### src/rtl/sum_accum_pkg.sv
// Shared types and constants for the frame-sum accumulator.
// Latency: none (declarations only).
// Backpressure: not applicable.
//
// Contents: FSM state encoding, LEN field width, LEN=0 mapping constant and
// a helper that turns a LEN field into a "samples minus one" counter load.
package sum_accum_pkg;

  typedef enum logic [1:0] {
    ST_IDLE  = 2'd0,
    ST_FILL  = 2'd1,
    ST_ACCUM = 2'd2,
    ST_DONE  = 2'd3
  } state_t;

  localparam int LEN_W = 4;

  // A LEN field of zero stands for the largest frame the field can express.
  localparam logic [LEN_W:0] LEN_ZERO_MAP = 5'd16;

  // Sample counter is loaded with (frame length - 1) so the zero flag marks
  // the cycle that adds the final sample.
  function automatic logic [LEN_W-1:0] len_to_count(input logic [LEN_W-1:0] len);
    logic [LEN_W:0] eff;
    eff = (len == '0) ? LEN_ZERO_MAP : {1'b0, len};
    return LEN_W'(eff - 5'd1);
  endfunction

endpackage

### src/rtl/sum_frame_accum_if.sv
// Frame request / sample / result bundle between a frame consumer and the accumulator.
// Latency: none (wires only).
// Backpressure: RESULT/OVF are held by the slave while OUT_VALID=1 and OUT_READY=0.
//
// master drives START, LEN, IN_DATA, OUT_READY and observes RESULT, OVF,
// OUT_VALID, BUSY; slave is the accumulator side.
interface sum_frame_accum_if #(
  parameter int WIDTH     = 4,
  parameter int ACC_WIDTH = 8
);
  logic                          START;
  logic [sum_accum_pkg::LEN_W-1:0] LEN;
  logic [WIDTH-1:0]              IN_DATA;
  logic [ACC_WIDTH-1:0]          RESULT;
  logic                          OVF;
  logic                          OUT_VALID;
  logic                          OUT_READY;
  logic                          BUSY;

  modport master (
    output START, LEN, IN_DATA, OUT_READY,
    input  RESULT, OVF, OUT_VALID, BUSY
  );

  modport slave (
    input  START, LEN, IN_DATA, OUT_READY,
    output RESULT, OVF, OUT_VALID, BUSY
  );
endinterface

### src/rtl/sum_frame_accum_ce_down_counter.sv
// Loadable down-counter that only steps on clock-enabled cycles, with a zero flag.
// Latency: load and decrement take effect on the next rising edge.
// Backpressure: none; decrement is frozen by CE=0 or en=0 and stops at zero.
//
// Ports: CLK, RST (sync, active-high), CE, load/load_val, en (decrement
// request), zero (count is zero).
module ce_down_counter #(
  parameter int WIDTH = 4
) (
  input  logic             CLK,
  input  logic             RST,
  input  logic             CE,
  input  logic             load,
  input  logic [WIDTH-1:0] load_val,
  input  logic             en,
  output logic             zero
);

  logic [WIDTH-1:0] count;

  always_ff @(posedge CLK) begin
    if (RST) begin
      count <= '0;
    end else if (load) begin
      count <= load_val;
    end else if (CE && en && (count != '0)) begin
      count <= count - WIDTH'(1);
    end
  end

  assign zero = (count == '0);

endmodule

### src/rtl/sum_frame_accum.sv
// Sums LEN samples from a CE-gated adder pipeline after skipping its PIPE_LAT fill cycles.
// Latency: OUT_VALID rises 1+PIPE_LAT+LEN cycles after START with CE held high.
// Backpressure: RESULT/OVF held in DONE until OUT_READY; handshake ignores CE.
//
// Ports: CLK, RST (sync, active-high), CE (shared with upstream pipeline),
// bus (slave side of sum_frame_accum_if: START, LEN, IN_DATA, RESULT, OVF,
// OUT_VALID, OUT_READY, BUSY). IN_DATA is zero-extended, so WIDTH is
// expected not to exceed ACC_WIDTH.
module sum_frame_accum
  import sum_accum_pkg::*;
#(
  parameter int WIDTH     = 4,
  parameter int ACC_WIDTH = 8,
  parameter int PIPE_LAT  = 4
) (
  input  logic               CLK,
  input  logic               RST,
  input  logic               CE,
  sum_frame_accum_if.slave   bus
);

  // Fill counter holds PIPE_LAT-1 down to 0; PIPE_LAT is expected to be >= 1.
  localparam int FILL_W = (PIPE_LAT > 1) ? $clog2(PIPE_LAT) : 1;

  state_t               state;
  logic [ACC_WIDTH-1:0] acc;
  logic                 ovf;
  logic                 out_valid;
  logic                 busy;

  logic                 frame_start;
  logic                 fill_zero;
  logic                 samp_zero;
  logic [ACC_WIDTH:0]   sum_ext;
  logic                 clip;

  // A new frame may begin from IDLE, or straight out of DONE when the
  // current result is being accepted in the same cycle.
  assign frame_start = bus.START &&
                       ((state == ST_IDLE) || ((state == ST_DONE) && bus.OUT_READY));

  // One extra bit catches the carry that means the addition would clip.
  assign sum_ext = {1'b0, acc} + (ACC_WIDTH+1)'(bus.IN_DATA);
  assign clip    = sum_ext[ACC_WIDTH];

  ce_down_counter #(.WIDTH(FILL_W)) u_fill_cnt (
    .CLK      (CLK),
    .RST      (RST),
    .CE       (CE),
    .load     (frame_start),
    .load_val (FILL_W'(PIPE_LAT - 1)),
    .en       (state == ST_FILL),
    .zero     (fill_zero)
  );

  ce_down_counter #(.WIDTH(LEN_W)) u_samp_cnt (
    .CLK      (CLK),
    .RST      (RST),
    .CE       (CE),
    .load     (frame_start),
    .load_val (len_to_count(bus.LEN)),
    .en       (state == ST_ACCUM),
    .zero     (samp_zero)
  );

  always_ff @(posedge CLK) begin
    if (RST) begin
      state     <= ST_IDLE;
      acc       <= '0;
      ovf       <= 1'b0;
      out_valid <= 1'b0;
      busy      <= 1'b0;
    end else begin
      case (state)
        ST_IDLE: begin
          if (frame_start) begin
            state <= ST_FILL;
            acc   <= '0;
            ovf   <= 1'b0;
            busy  <= 1'b1;
          end
        end
        ST_FILL: begin
          // Counter reads zero during the last fill cycle, so leave on that CE edge.
          if (CE && fill_zero) begin
            state <= ST_ACCUM;
          end
        end
        ST_ACCUM: begin
          if (CE) begin
            acc <= clip ? '1 : sum_ext[ACC_WIDTH-1:0];
            ovf <= ovf | clip;
            if (samp_zero) begin
              state     <= ST_DONE;
              out_valid <= 1'b1;
            end
          end
        end
        ST_DONE: begin
          if (bus.OUT_READY) begin
            out_valid <= 1'b0;
            if (frame_start) begin
              state <= ST_FILL;
              acc   <= '0;
              ovf   <= 1'b0;
            end else begin
              state <= ST_IDLE;
              busy  <= 1'b0;
            end
          end
        end
        default: begin
          state     <= ST_IDLE;
          out_valid <= 1'b0;
          busy      <= 1'b0;
        end
      endcase
    end
  end

  assign bus.RESULT    = acc;
  assign bus.OVF       = ovf;
  assign bus.OUT_VALID = out_valid;
  assign bus.BUSY      = busy;

endmodule
### src/flat_wrapper.sv
// flat-port wrapper written by rule: the top's interface ports become plain ports
module sum_frame_accum_flat import sum_accum_pkg::*;
#(
  parameter int WIDTH     = 4,
  parameter int ACC_WIDTH = 8,
  parameter int PIPE_LAT  = 4
)
  (CLK, RST, CE, bus_START, bus_LEN, bus_IN_DATA, bus_OUT_READY, bus_RESULT, bus_OVF, bus_OUT_VALID, bus_BUSY);
  sum_frame_accum_if #(.WIDTH(WIDTH), .ACC_WIDTH(ACC_WIDTH)) bus_i ();
  input  logic CLK;
  input  logic RST;
  input  logic CE;
  input wire logic [$bits(bus_i.START)-1:0] bus_START;
  input wire logic [$bits(bus_i.LEN)-1:0] bus_LEN;
  input wire logic [$bits(bus_i.IN_DATA)-1:0] bus_IN_DATA;
  input wire logic [$bits(bus_i.OUT_READY)-1:0] bus_OUT_READY;
  output wire logic [$bits(bus_i.RESULT)-1:0] bus_RESULT;
  output wire logic [$bits(bus_i.OVF)-1:0] bus_OVF;
  output wire logic [$bits(bus_i.OUT_VALID)-1:0] bus_OUT_VALID;
  output wire logic [$bits(bus_i.BUSY)-1:0] bus_BUSY;
  assign bus_i.START = bus_START;
  assign bus_i.LEN = bus_LEN;
  assign bus_i.IN_DATA = bus_IN_DATA;
  assign bus_i.OUT_READY = bus_OUT_READY;
  assign bus_RESULT = bus_i.RESULT;
  assign bus_OVF = bus_i.OVF;
  assign bus_OUT_VALID = bus_i.OUT_VALID;
  assign bus_BUSY = bus_i.BUSY;
  sum_frame_accum #(.WIDTH(WIDTH), .ACC_WIDTH(ACC_WIDTH), .PIPE_LAT(PIPE_LAT)) u_core (.CLK(CLK), .RST(RST), .CE(CE), .bus(bus_i));
endmodule
### config.mk
export PLATFORM = sky130hd
export DESIGN_NAME = sum_frame_accum_flat
export DESIGN_NICKNAME = d
export VERILOG_FILES = /design/src/rtl/sum_accum_pkg.sv /design/src/rtl/sum_frame_accum_if.sv /design/src/rtl/sum_frame_accum_ce_down_counter.sv /design/src/rtl/sum_frame_accum.sv /design/src/flat_wrapper.sv
export SDC_FILE = /design/constraint.sdc
export NUM_CORES = 1
export LEC_CHECK = 0
export BUFFER_PORTS_ARGS = -buffer_cell sky130_fd_sc_hd__buf_4
export CORE_MARGIN = 1
export CORE_UTILIZATION = 58
export DETAILED_ROUTE_END_ITERATION = 8
export GPL_TIMING_DRIVEN = 0
export PLACE_DENSITY = 0.93
export SETUP_SLACK_MARGIN = 0.4
export SYNTH_ARGS = -nofsm -noshare
export SYNTH_HDL_FRONTEND = slang
export SYNTH_SLANG_ARGS = --single-unit
### constraint.sdc
create_clock -name CLK -period 6.2 [get_ports CLK]
set_clock_uncertainty 0.2 [all_clocks]
set_input_delay 0.31 -clock CLK [delete_from_list [all_inputs] [get_ports CLK]]
set_output_delay 0.31 -clock CLK [all_outputs]
set_load 0.05 [all_outputs]
==> results of run 1 <==
## stage by stage
stage	total power, mW	area [um2]	worst slack, ns
3_5_place_dp	0.428	1460	3.72
4_1_cts	0.490	1480	3.71
6_report	0.490	1480	3.71
5_1_grt	0.529	1480	3.48
2_1_floorplan	0.370	1260	3.95
3_3_place_gp	0.415	1460	3.78
## state kept, by name, indices dropped and copies added, names as in the netlist
register,flops
u_core.bus.OVF,1
u_core.bus.RESULT,8
u_core.bus.BUSY,1
u_core.bus.OUT_VALID,1
u_core.u_fill_cnt.count,2
u_core.state,2
u_core.u_samp_cnt.count,4
## path summary, 6_finish.rpt
| path | startpoint | end | slack, ns | depth (start not counted) |
|---|---|---|---|---|
| worst min-delay path | bus_LEN[2] | u_core.u_samp_cnt.count[2] | 0.13 | 4 |
| worst max register to register | u_core.state[0] | u_core.u_samp_cnt.count[2] | 3.71 | 11 |
| worst min register to register | u_core.bus.RESULT[0] | u_core.bus.RESULT[0] | 0.29 | 2 |
| worst max-delay path | u_core.state[0] | u_core.u_samp_cnt.count[2] | 3.71 | 11 |
## layout by cell type (no fill, tap or decap), types with 4 or more instances in the layout
master     n
nor3_1     4
dfxtp_1   19
nor2_1     8
buf_4     22
nand2_1   10
o31ai_1    4
ha_1      11
inv_1      9
a21oi_1   16
a211oi_1   4
o21ai_0    5
## logic make-up (layout without fill, tap and decap cells)
group,after synthesis,in the layout,share of synthesized area
xor+xnor,5,5,0.0348
mux,3,3,0.0249
flops,19,19,0.302
buf+inv,13,39,0.0458
fa+ha+maj,12,12,0.125
simple gates,41,41,0.194
compound gates,50,50,0.273
## worst register-to-register path, stage by stage, from the launching register on
cell	delay [ns]
dfxtp_1	0.39
inv_1	0.12
ha_1	0.21
buf_2	0.16
o21ai_2	0.37
nor2_1	0.12
a21oi_1	0.14
ha_1	0.20
nand3_1	0.10
nor3_1	0.15
a21oi_1	0.06
a211oi_1	0.21
## power by group through the flow
| stage | clock [mW] | combinational (mW) | sequential (mW) |
|---|---|---|---|
| after floorplan | 0 | 0.184 | 0.186 |
| after global placement | 0 | 0.243 | 0.172 |
| after detailed placement | 0 | 0.254 | 0.174 |
| after CTS | 0.0636 | 0.255 | 0.171 |
| after global routing | 0.0695 | 0.284 | 0.175 |
| final | 0.0639 | 0.255 | 0.171 |
## layer usage
| metal | track usage | wire length (um) |
|---|---|---|
| met1 | 0.309 | 1210 |
| met2 | 0.451 | 1360 |
| met3 | 0.0472 | 137 |
| met4 | 0.0686 | 0 |
| met5 | 0 | 0 |
## synthesized netlist by cell type (2+ instances only)
library cell and instances:
a211oi_1 4, a21o_1 2, a21oi_1 16, a311oi_1 2
a41oi_1 2, clkbuf_1 2, dfxtp_1 19, ha_1 11
inv_1 9, mux2i_1 2, nand2_1 10, nand3_1 3
nand3b_1 3, nor2_1 8, nor2b_2 2, nor3_1 4
o211ai_1 2, o21ai_0 5, o31ai_1 4, or3_1 2
xnor2_1 3, xor2_1 2
## layout make-up
cell class,count,area (um2),share of cell area
Buffer,4,23.8,0.0160
Clock buffer,4,26.3,0.0177
Inverter,9,33.8,0.0228
Multi-Input combinational cell,111,820,0.553
Sequential cell,19,380,0.257
Tap cell,27,33.8,0.0228
Timing Repair Buffer,22,165,0.111
==> impl_results.md, run 1 <==
* Via density at 6.05
* DRC violations left at 0
* CTS Buffer Depth at 2
* Critical Path Fanout Max at 9
* Share of cells above drive strength 1 at 0.219
* Site Rows at 16
* Synth Instances at 143
* Gr usage total at 0.252
* Worst Setup Path Type: reg2reg
* Nets at 195
* Post-CTS setup buffers at 0
* Root Buffer: clkbuf_4
* CP Cell Sequence: inv_1 -> ha_1 -> buf_2 -> o21ai_2 -> nor2_1 -> a21oi_1 -> ha_1 -> nand3_1 -> nor3_1 -> a21oi_1 -> a211oi_1
* Final min period at 2.49 ns
* Synth Register Bits at 19
* Synth unique cells at 48
* Max-cap viol count at 0
* Initial antenna violation count at 0
* TritonCTS buffer count at 3
* WP data arrival at 2.51 ns
* Global-route wire length before repair at 4.77 mm
* Die ar. at 2360 um2
* Critical path data required time at between 6 and 7 ns
* Max VDD drop at 0.000253 V
* RSZ-0062 raised after global routing: no
* Sw Share at 0.424
* Htree depth at 1
* Worst skew pair latency at 0.30 ns
* Vias in the first global route at 1156
* Routed wire length at 2.71 mm
* Hpwl dp at 2.15 mm
* Fillers at 147
* Crit path max-delay family: compound AO/OA/AOI/OAI gates
* Diodes inserted at 0
* Antenna viol nets, final at 0
* Internal power at between 0.2 and 0.3 mW
* Top cells by area, synth: dfxtp_1 (30%), ha_1 (11%), a21oi_1 (6.4%), nand2_1 (3.0%), inv_1 (2.7%)
* Largest net degree at the start of global routing at 11
* Status: complete, no violations
* TNS Setup at 0 ns
* Largest stage delay on the critical path at 0.39 ns
* Syn_nets at 168
* Slew headroom at 0.610
* DR pass1 iterations at 4
* CTS Hold Buffers Added at 0
* Initial Util at 0.628
* Sequential area share after synthesis at 0.302
* Routed vias at 1186
* Total power density per cell area at 330 nW/um2
* Post-synth EDFFs at 0
* Flop pwr share at 0.350
* Final Hold Violating Endpoints at 0
* Buffers and inverters on the worst path at 2
* WL/cell at 13.8 um
* Count of clock tree sinks at 19
* Crit end category: flop
* Port Buffers at 22
* Async set-or-reset flop fraction in the synthesized netlist at 0
* GPL Wtd Cong at 0.821
* Area Growth Syn to Fin at 17.9%
* CTS resizes at 0
* Max-slew violation count at 0
* IO Count at 24
* Post-Place Cells at 192
* Clock power share at 0.131
* Sw Pwr at 0.208 mW
* CTS tree: yes
* Clock-pin slew on the worst setup and hold paths at 0.11 ns
* Core area at 2000 um2
* Fmax at 401 MHz
* Main synth FF type: dfxtp_1
* Starting DRT DRC Count at 31
* Overflow after GRT at 0
* Crit-path slowest cell: dfxtp_1
* Die Ht at 48.6 um
* Yosys top cell by area: dfxtp_1
* Tcrit/Tclk final at 0.402
* Syn avg cell area at 8.79 um2
* Setup violators final at 0
* Final core occ at 0.741
* Startpoint type of the worst setup path: flop
* Comb pwr share at 0.520
* Worst hold path class: in2reg
* Ys Warns at 0
* Layout Cells excl Fill at slightly below 200
* P_leak at 0.618 nW
* Die width at 48.6 um
* Netlist Area Pre-Place at 1260 um2
* Hold_ws at 0.128 ns
* Worst slew pin tran at 0.581 ns
* Yosys top cell area share at 0.302
No activity file was read; power rests on OpenSTA's default activity.
==> run 2: changes to the inputs <==
CORE_UTILIZATION = 49   (was 58)
PLACE_DENSITY = 0.85   (was 0.93)
clock period = 2.1 ns   (was 6.2 ns; I/O delays follow)
==> impl_results.md, run 2 (same netlist as run 1, synthesis figures left out) <==
* Slew headroom at 0.469
* Largest net degree at the start of global routing at 12
* Die ar. at ~2800 um2
* Root Buffer: clkbuf_4
* Final Hold Violating Endpoints at 1
* Fmax at around 450 MHz
* Max-cap viol count at 0
* Crit end category: flop
* Post-Layout Inst Area at 1960 um2
* Layout Cells excl Fill at 220
* Area Growth Syn to Fin at 55.8%
* Share of cells above drive strength 1 at 0.495
* Routed wire length at between 4 and 5 mm
* Nets at 218
* Failing checks: negative hold slack, negative setup slack
* Starting DRT DRC Count at 36
* Hold_ws at -0.00214 ns
* Htree depth at 1
* Max-slew violation count at 0
* Die Ht at 52.7 um
* Total power density per cell area at approximately 1100 nW/um2
* Placed Instance Area at 1610 um2
* TritonCTS buffer count at 3
* Diodes inserted at 0
* Site Rows at 17
* GPL Wtd Cong at 0.884
* Worst Setup Path Type: reg2reg
* Gr usage total at 0.310
* Final core occ at 0.845
* Critical path data required time at 2.15 ns
* Max FFs per register at 8
* Vias in the first global route at roughly 1300
* Die width at 52.7 um
* WL/cell at between 15 and 20 um
* WP data arrival at 2.27 ns
* Tcrit/Tclk final at 1.06
* CTS tree: yes
* Startpoint type of the worst setup path: flop
* Port Buffers at 22
* Setup violators final at 4
* Overflow after GRT at 0
* Count of clock tree sinks at 19
* Max VDD drop at 0.000998 V
* Commonest non-fill, non-tap cell in the layout: buf_4
* Final min period at 2.22 ns
* Post-place setup slack at -0.139 ns
* Via density at 6.17
* Setup WS post-layout at -0.122 ns
* Commonest non-fill, non-tap cells in the layout: buf_4 (34), a21oi_1 (15), dfxtp_1 (10), buf_6 (8)
* Hpwl dp at roughly 2.3 mm
* Worst skew pair latency at roughly 0.33 ns
* RSZ-0062 raised after global routing: yes
* Global-route wire length before repair at 6.17 mm
* Initial Util at 0.542
* Initial antenna violation count at 0
* P_leak at 0.805 nW
* Antenna viol nets, final at 0
* CTS Buffer Depth at 2
* IO Count at 24
* Status: complete, but fails checks
* DR pass1 iterations at 4
* Post-Place Cells at 193
* Worst hold path class: in2reg
* Core area at about 2300 um2
* Routed vias at 1358
* Clock-pin slew on the worst setup and hold paths at roughly 0.14 ns
* Critical Path Fanout Max at 4
* DRC violations left at 0
* Worst slew pin tran at 0.789 ns
run 2: cell types whose count changed in the layout (fill, tap and decap cells not counted), moves of 4 or more:
cell | previous run | this run
buf_4 | 22 | 34
buf_6 | 1 | 8
nand2_1 | 10 | 5
o21ai_0 | 5 | 1
ha_1 | 11 | 4
dlygate4sd3_1 | 0 | 4
dfxtp_2 | 0 | 5
dfxtp_4 | 0 | 4
ha_4 | 0 | 6
dfxtp_1 | 19 | 10
run 2: worst max-delay path: stages (launching register included):
cell and delay (ns):
dfxtp_4 0.39, ha_4 0.18, and2_4 0.15, o21ai_4 0.23
mux2i_1 0.24, ha_2 0.23, nand3_2 0.10, nor3_2 0.13
a21oi_1 0.06, a211oi_1 0.23
run 2: area by class of cell:
| type | instances | area [um2] |
|---|---|---|
| multi-input cells | 111 | 1050 |
| flip-flops and latches | 19 | 402 |
| fillers | 118 | 359 |
| well taps | 28 | 35.0 |
| inverters | 9 | 41.3 |
| repair buffers | 45 | 374 |
| clock inverters | 1 | 5.00 |
| clock buffers | 3 | 22.5 |
| plain buffers | 4 | 33.8 |
run 2: worst paths after layout:
kind	end	from	depth (start not counted)	slack, ns
min reg2reg	u_core.bus.RESULT[2]	u_core.bus.RESULT[2]	2	0.29
min	u_core.u_samp_cnt.count[0]	CE	4	-0.002
max	u_core.u_samp_cnt.count[2]	u_core.state[1]	9	-0.12
max reg2reg	u_core.u_samp_cnt.count[2]	u_core.state[1]	9	-0.12
run 2: repair_timing:
action	4_1_cts	5_1_grt
buffers inserted	15	4
hold buffers	4	0
endpoints found under the hold margin	5	0
resized for setup	26	4
endpoints found under the setup margin	15	16
pin swaps	19	8
run 2: where the power goes:
part | internal (mW) | switching (mW) | total (mW) | leakage (nW)
clock | 0.0716 | 0.144 | 0.216 | 0.0177
sequential | 0.443 | 0.101 | 0.544 | 0.161
combinational | 0.668 | 0.650 | 1.32 | 0.627
run 2: metal layers:
| layer | part of all wire | track usage |
|---|---|---|
| met1 | 0.41 | 0.340 |
| met2 | 0.53 | 0.570 |
| met3 | 0.032 | 0.0551 |
| met4 | 0.032 | 0.136 |
| met5 | 0 | 0 |
run 2: metrics by stage:
| stage | total power [mW] | setup TNS [ns] |
|---|---|---|
| 2_1_floorplan | 1.22 | 0 |
| 3_3_place_gp | 1.37 | -0.0890 |
| 3_5_place_dp | 1.41 | -0.139 |
| 4_1_cts | 1.97 | -0.0650 |
| 5_1_grt | 2.19 | -0.962 |
| 6_report | 2.08 | -0.225 |
